`src/rtl/bcd_pkg.sv`:
```
// ---------------------------------------------------------------------------
// bcd_pkg
//  Shared definitions for the BCD arithmetic blocks.
//  Contents:
//   state_t        controller state encoding {IDLE, RUN, DONE}, 2 bits
//   BCD_MAX        largest legal BCD digit (9)
//   BCD_CORR       decimal correction added when a binary digit sum exceeds 9
//   is_bcd(digit)  1 when the 4-bit digit is a legal BCD value
// ---------------------------------------------------------------------------
package bcd_pkg;

    typedef enum logic [1:0] {
        IDLE = 2'd0,
        RUN  = 2'd1,
        DONE = 2'd2
    } state_t;

    localparam logic [3:0] BCD_MAX  = 4'd9;
    localparam logic [3:0] BCD_CORR = 4'd6;

    function automatic logic is_bcd(input logic [3:0] digit);
        return (digit <= BCD_MAX);
    endfunction

endpackage

```
`src/rtl/bcd_digit_add.sv`:
```
// ---------------------------------------------------------------------------
// bcd_digit_add
//  Combinational single-digit BCD adder: o_s/o_cout = i_a + i_b + i_cin.
//  Ports:
//   i_a    in  [3:0]  addend digit
//   i_b    in  [3:0]  addend digit (already complemented by the caller in sub)
//   i_cin  in  1      carry in
//   o_s    out [3:0]  corrected BCD digit
//   o_cout out 1      decimal carry out
//  Illegal input digits go through the same +6 rule, so the result is
//  deterministic even though it is not meaningful.
// ---------------------------------------------------------------------------
module bcd_digit_add
    import bcd_pkg::*;
(
    input  logic [3:0] i_a,
    input  logic [3:0] i_b,
    input  logic       i_cin,
    output logic [3:0] o_s,
    output logic       o_cout
);

    logic [4:0] w_t;

    assign w_t    = {1'b0, i_a} + {1'b0, i_b} + {4'b0000, i_cin};
    assign o_cout = (w_t > {1'b0, BCD_MAX});
    // The correction wraps modulo 16, which is exactly (t+6)[3:0].
    assign o_s    = o_cout ? (w_t[3:0] + BCD_CORR) : w_t[3:0];

endmodule

```
`src/rtl/bcd_serial_addsub.sv`:
```
// ---------------------------------------------------------------------------
// bcd_serial_addsub
//  Digit-serial N-digit BCD adder/subtractor, one digit per clock, LSD first.
//  Subtraction adds the 9's complement of B with an inverted borrow, giving a
//  10's-complement difference; cout=1 then means "no borrow".
//  Ports:
//   clk      in   1          rising-edge clock
//   rst_n    in   1          asynchronous active-low reset
//   start    in   1          request, honoured only in IDLE or DONE
//   sub      in   1          0: a+b+cin, 1: a-b-cin
//   a, b     in   4*DIGITS   packed BCD operands, digit0 in [3:0]
//   cin      in   1          carry-in / borrow-in
//   busy     out  1          digits being processed
//   done     out  1          one-cycle result-valid pulse
//   sum      out  4*DIGITS   packed BCD result, held until next accept
//   cout     out  1          decimal carry / not-borrow
//   invalid  out  1          a latched operand digit was above 9
// ---------------------------------------------------------------------------
module bcd_serial_addsub
    import bcd_pkg::*;
#(
    parameter int DIGITS = 4
) (
    input  logic                clk,
    input  logic                rst_n,
    input  logic                start,
    input  logic                sub,
    input  logic [4*DIGITS-1:0] a,
    input  logic [4*DIGITS-1:0] b,
    input  logic                cin,
    output logic                busy,
    output logic                done,
    output logic [4*DIGITS-1:0] sum,
    output logic                cout,
    output logic                invalid
);

    localparam int W     = 4 * DIGITS;
    localparam int CNT_W = $clog2(DIGITS + 1);

    state_t             r_state;
    logic [W-1:0]       r_a;
    logic [W-1:0]       r_b;
    logic               r_sub;
    logic               r_carry;
    logic [CNT_W-1:0]   r_cnt;
    logic [W-1:0]       r_sum;
    logic               r_busy;
    logic               r_done;
    logic               r_cout;
    logic               r_invalid;

    logic [DIGITS-1:0]  w_dig_bad;
    logic               w_any_bad;
    logic [3:0]         w_b_k;
    logic [3:0]         w_digit;
    logic               w_dcout;
    logic               w_accept;
    logic               w_last;

    // Per-digit legality check on the live operands, used only at accept.
    generate
        for (genvar gi = 0; gi < DIGITS; gi++) begin : g_chk
            assign w_dig_bad[gi] = !is_bcd(a[4*gi +: 4]) || !is_bcd(b[4*gi +: 4]);
        end
    endgenerate
    assign w_any_bad = |w_dig_bad;

    // Operands are shifted right each digit, so the current digit is always [3:0].
    assign w_b_k = r_sub ? (BCD_MAX - r_b[3:0]) : r_b[3:0];

    bcd_digit_add u_digit (
        .i_a    (r_a[3:0]),
        .i_b    (w_b_k),
        .i_cin  (r_carry),
        .o_s    (w_digit),
        .o_cout (w_dcout)
    );

    assign w_accept = start && (r_state != RUN);
    assign w_last   = (r_cnt == CNT_W'(DIGITS - 1));

    always_ff @(posedge clk or negedge rst_n) begin
        if (!rst_n) begin
            r_state   <= IDLE;
            r_a       <= '0;
            r_b       <= '0;
            r_sub     <= 1'b0;
            r_carry   <= 1'b0;
            r_cnt     <= '0;
            r_sum     <= '0;
            r_busy    <= 1'b0;
            r_done    <= 1'b0;
            r_cout    <= 1'b0;
            r_invalid <= 1'b0;
        end else begin
            r_done <= 1'b0;
            case (r_state)
                RUN: begin
                    for (int k = 0; k < DIGITS; k++) begin
                        if (r_cnt == CNT_W'(k)) begin
                            r_sum[4*k +: 4] <= w_digit;
                        end
                    end
                    r_carry <= w_dcout;
                    r_a     <= r_a >> 4;
                    r_b     <= r_b >> 4;
                    if (w_last) begin
                        r_state <= DONE;
                        r_busy  <= 1'b0;
                        r_done  <= 1'b1;
                        r_cout  <= w_dcout;
                        r_cnt   <= '0;
                    end else begin
                        r_cnt <= r_cnt + 1'b1;
                    end
                end
                default: begin
                    // IDLE and DONE both accept a new request; DONE falls back
                    // to IDLE when nothing is pending.
                    if (w_accept) begin
                        r_state   <= RUN;
                        r_a       <= a;
                        r_b       <= b;
                        r_sub     <= sub;
                        r_carry   <= sub ? ~cin : cin;
                        r_cnt     <= '0;
                        r_sum     <= '0;
                        r_cout    <= 1'b0;
                        r_invalid <= w_any_bad;
                        r_busy    <= 1'b1;
                    end else begin
                        r_state <= IDLE;
                    end
                end
            endcase
        end
    end

    assign busy    = r_busy;
    assign done    = r_done;
    assign sum     = r_sum;
    assign cout    = r_cout;
    assign invalid = r_invalid;

endmodule

```
`config.mk`:
```
export PLATFORM = sky130hd
export DESIGN_NAME = bcd_serial_addsub
export DESIGN_NICKNAME = d
export VERILOG_FILES = /design/src/rtl/bcd_pkg.sv /design/src/rtl/bcd_digit_add.sv /design/src/rtl/bcd_serial_addsub.sv
export SDC_FILE = /design/constraint.sdc
export NUM_CORES = 1
export LEC_CHECK = 0
export ABC_CLOCK_PERIOD_IN_PS = 2700
export BUFFER_PORTS_ARGS = -buffer_cell sky130_fd_sc_hd__buf_2
export CAP_MARGIN = 20
export CORE_MARGIN = 10
export CORE_UTILIZATION = 45
export CTS_CLUSTER_SIZE = 25
export DETAILED_ROUTE_END_ITERATION = 16
export HOLD_SLACK_MARGIN = 0.06
export PLACE_DENSITY = 0.7
export SLEW_MARGIN = 40
export SYNTH_ARGS = -nofsm -noshare
export SYNTH_HDL_FRONTEND = slang
export SYNTH_SLANG_ARGS = --single-unit
```
`constraint.sdc`:
```
create_clock -name clk -period 2.7 [get_ports clk]
set_input_delay 0.135 -clock clk [delete_from_list [all_inputs] [get_ports clk]]
set_output_delay 0.135 -clock clk [all_outputs]
set_load 0.005 [all_outputs]
```
Yosys cells after proc, flatten, opt, wreduce, memory -nomap -nowiden
Cells that the tools add are included.

cells by class
  order comparisons = 9
  eq/ne operators = 9
  add/subtract/negate cells = 5
  bitwise operators = 2
  reductions and logical operators = 21
  mux-type cells = 29

operators by type and width
  kind                 count
  $mux 16              6
  $le 4x4->1 const B   8
  $mux 4               6
  $mux 1               12
  $reduce_and 2->1     5
  $mux 3               3
  $logic_not 1->1      8
  $ne 2x2->1 const B   4
  $eq 3x2->1 const B   2
  $add 4x4->5          1
  $add 5x1->5          1
  $gt 5x4->1 const B   1
  $add 4x3->4 const B  1
  $logic_or 1x1->1     4
  $mux 2               2
  $reduce_or 4->1      1
  $sub 4x4->4 const A  1
  $add 3x1->3 const B  1
  $eq 3x1->1 const B   1
  $logic_not 3->1      1
  $eq 2x1->1 const B   1
  $ne 2x1->1 const B   1
  $not 1->1            2
  $reduce_bool 2->1    1
  $logic_and 1x1->1    1

word-level totals
  output and inout bits = 20
  word-level logic and storage cells = 89
  flip-flop bits (word level) = 59
  bits of input ports = 37

Longest topological paths before layout
  word-level depth = 8
  mapped depth = 11
  gate-level depth less buffers = 11

Hierarchy
From an unflattened synthesis, not the netlist that was laid out.

second synthesis, totals
  cell total of the unflattened synthesis = 256
  area total of the unflattened synthesis = 2895.3 um^2

modules (own cells, without submodules)
  module             cells an instance  area each (um^2)  instances  sequential area each (um^2)
  bcd_serial_addsub  234                2683.8            1          1476.4
  bcd_digit_add      22                 211.5             1          0.0

Least setup slack after synthesis
Ideal clock, no wire load.

  path type = reg2reg
  start point = reg r_sub
  end point = reg r_sum[10] (netlist: sum[10])
  required time = 2.578 ns
  stages on the path, launching flop included = 11
  clock period less this slack = 2.574 ns
  path buffers = 0
  data arrival time = 2.452 ns
  path slack = 0.126 ns
  library setup time = 0.122 ns
  path through = dfrtp_1 xnor2_1 fa_1 inv_1 fa_1 xnor2_1 ha_1 a22oi_2 and3_1 o221ai_2 a32o_1

on the way
  longest elaborated chain between the ends = 7
  elaborated cells between the ends (all ways) = 8
  classes of those cells = 3 x add/sub; 1 x order compare; 4 x mux

RTL lines
  element                                           line                                      source
  start: declaration                                bcd_serial_addsub.sv:44                   logic r_sub;
  start signal: assignment                          bcd_serial_addsub.sv:125                  r_sub <= sub;
  $mux 4 (*)                                        bcd_serial_addsub.sv:70                   assign w_b_k = r_sub ? (BCD_MAX - r_b[3:0]) : r_b[3:0];
  $add 4x4->5 (*)                                   bcd_digit_add.sv:25                       assign w_t = {1'b0, i_a} + {1'b0, i_b} + {4'b0000, i_cin};
  $add 5x1->5 (*)                                   bcd_digit_add.sv:25
  $add 4x3->4 / $gt 5x4->1 (equally long branches)  bcd_digit_add.sv:28, bcd_digit_add.sv:26
  $mux 4 (*)                                        bcd_digit_add.sv:28                       assign o_s = o_cout ? (w_t[3:0] + BCD_CORR) : w_t[3:0];
  $mux 4 (*)                                        bcd_serial_addsub.sv:101                  if (r_cnt == CNT_W'(k)) begin
  $mux 16 (*)                                       bcd_serial_addsub.sv:98                   case (r_state)
  end signal: indexed assignment                    bcd_serial_addsub.sv:102                  r_sum[4*k +: 4] <= w_digit;
  end: declaration                                  bcd_serial_addsub.sv:47                   logic [W-1:0] r_sum;

Mark *: on every way between the ends. The rest lies on a longest branch, timed or not. The select of a mux whose other input is x is not followed.
A chain may end at the register's enable or synchronous reset.

Final worst setup path
  start point = reg r_sub
  end point = reg r_sum[2] (netlist: sum[2])

Same word-level chain as after synthesis.

==> run metrics <==
crit path kind register to register; Max Fanout on Critical Path 4; largest family of logic cells by synthesized area compound AO/OA/AOI/OAI gates; Synth Register Bits 59; total grt overflow 0; DRC Markers 0; nets@finish 397; Hold/Removal Path Class input port to register; CP cell instances xnor2_2 -> fa_2 -> inv_2 -> fa_2 -> xnor2_2 -> ha_4 -> a22oi_2 -> and3_4 -> o221ai_4 -> a32o_1; clock skew 0.00492 ns; Routed WL 6910 um; first-pass GRT wire length 11,500 um; DIE HEIGHT 99.8 um; Clock Tree Buf Depth 2; multiplexer share of the synthesized area 11.2%; Slew Viols, Final 0; CP max stage delay 0.42 ns; final setup fails 0; Max Freq 374 MHz; Main synth FF type dfrtp_1; RSZ-0062 raised after global routing true; Final Wtd Congestion 0.732; Syn Nets 324; vias in the first global route 2,381; antenna cells 0; simple-gate share of the synthesized area 11.9%; Worst slew margin 51.3%; Pre-Repair DR Iteration Count 5; DP Area 0.00325 mm^2; synthesized area per cell 10.4 um^2; Critical Path Start Type register; GR Util met3 5.61%; fin crit share 99.0%; EDFF count, synth 0; Via density 5.19; Synth async-reset ratio 100%; data arrival time of the worst path 2.90 ns; Adder-Cell Fraction of Synth Area 5.33%; Initial DRC Count 73; Max stage delay cell, worst path dfrtp_1; share of cells above drive strength 1 27.7%; synthesized instance count 276; Final Hold Fails 0; outcome completed; actual slew at the worst max-slew pin 0.728 ns; final instance area 0.00362 mm^2; Ys Warns 0; Post-Synth XOR/XNOR Area 1.53%; Distinct cells, synth 34; hpwl dp 4940 um; Global Route Usage Sum 14.1%; Post-Syn Area 0.00286 mm^2; CP Data Required Time 2.93 ns; Max Cap Viol 0; complex-gate fraction of the synthesized area 15.3%; sequential share of the synthesized area 51.6%; port buffer count 56; Clock Latency Late Sink 0.34 ns; number of nets still failing antenna checks after routing 0; Setup crit end kind register; Area Growth Syn to Fin 26.6%; Starting Density 45.6%; Die Wd 99.8 um; layer with the highest usage met2; met1 Use GR 16.7%; die area 0.00995 mm^2; initial antenna violation count 0; setup_tns 0 ns; CTS tree yes; M2 GR Usage 21.7%; r2r setup slk 0.03 ns; DR vias 2,238; CTS root buffer clkbuf_8; Rows 29; H-tree depth 3; Top-Level Pins 57; Pwr Density 1370 mW/mm^2; core box area 0.00628 mm^2; pin count of the biggest net entering global routing 61; Worst-path clk slew 0.06 ns; worst IR drop on VDD 1.00 mV; Tmin final 2.67 ns; leakage power 1.83 nW; clock sink total 59; fillers 546; WL/cell 16.0 um; CTS Buf Count 9; overall power 4.97 mW
-- stage by stage --
stage / util, % / hold WS (ns) / std cells / setup WS (ns)
floorplan: - / -0.161 / 276 / 0.126
global placement: 51.7 / 0.331 / 403 / 0.0976
detailed placement: 51.8 / 0.164 / 403 / -0.0163
CTS: 56.5 / 0.0640 / 428 / 0.00254
global route: 57.7 / 0.104 / 431 / -0.0980
finish: 57.7 / 0.0683 / 431 / 0.0263
-- worst max-delay path, delay by kind of cell (launching register included) --
| family | cells | cell delay, ns |
|---|---|---|
| adders and majority gates | 3 | 0.81 |
| AOI/OAI and AO/OA | 3 | 0.64 |
| DFF | 1 | 0.42 |
| xor gates and xnor gates | 2 | 0.40 |
| and+or+nand+nor | 1 | 0.25 |
| buffers and inverters | 1 | 0.04 |
-- routing by layer --
metal / share of wire (%) / wire [um] / vias up
li1: - / - / 1114
met1: 43 / 3010 / 1037
met2: 45 / 3120 / 71
met3: 8.7 / 604 / 16
met4: 2.5 / 175 / 0
met5: 0 / 0 / -
-- power by group --
group	switching, mW	leakage [nW]	total (mW)	internal, mW
registers	0.189	0.770	1.40	1.22
clock network	0.338	0.0991	0.784	0.446
logic	1.49	0.963	2.78	1.29
total	2.02	1.83	4.97	2.95
-- layout make-up --
type                       count  area, um^2  area share [%]
tap                           77        96.3            2.66
multi-input combinational    194        1370            37.8
clock inverter                 5        52.6            1.45
inverter                      10        37.5            1.04
timing repair buffer          75         448            12.4
sequential                    59        1480            40.7
clock buffer                  11         141            3.90
-- final timing paths --
path,from,endpoint,cells after the start
max,r_sub,sum[2],10
min,b[14],r_b[14],3
max reg2reg,r_sub,sum[2],10
min reg2reg,busy,busy,2
max in group asynchronous,rst_n,invalid,3
min in group asynchronous,rst_n,sum[11],2
-- state kept, by name (all words and copies together), names as in the netlist --
name and cells:
busy 1, cout 1, done 1, invalid 1, r_a 16, r_b 16, r_carry 1, r_cnt 3
r_state 2, r_sub 1, sum 16
-- synthesized netlist by cell type (all sizes together) (3+ instances only) --
master	number	share of area (%)
a32o	6	2.1
buf	4	0.66
ha	9	3.9
xnor2	5	1.5
a21oi	4	0.70
o21ai	45	7.9
dfrtp	59	52
nand3	8	1.4
nor2	13	1.7
inv	10	1.3
nand2	43	5.6
nand2b	3	0.66
a21o	3	0.79
clkbuf	9	1.2
mux2i	32	11
-- cells in the final DEF (no fill, tap or decap), drive strengths merged, types with 3 or more instances in the layout --
cell,netlist,final
a32o,6,6
ha,9,9
xnor2,5,5
dfrtp,59,59
inv,10,10
nand3,8,8
buf,4,66
nand2b,3,3
a21o,3,3
clkbuf,9,11
o21ai,45,45
nand2,43,43
mux2i,32,32
a21oi,4,4
nor2,13,13
dlygate4sd3,0,9
clkinv,0,3
-- logic make-up after synthesis --
family / after synthesis
AO/OA/AOI/OAI: 69
XOR/XNOR: 5
adder cells (fa/ha/maj): 11
buffers and inverters: 23
flip-flops: 59
multiplexers: 32
AND/OR/NAND/NOR: 77
-- repair_timing --
item | CTS | global route
buffers inserted | 0 | 3
hold buffers | 9 | 0
endpoints found under the setup margin | 6 | 12
gates cloned | 0 | 0
endpoints found under the hold margin | 50 | 0
pin swaps | 3 | 14
resized for setup | 3 | 11
(Power assumes the default switching activity.)
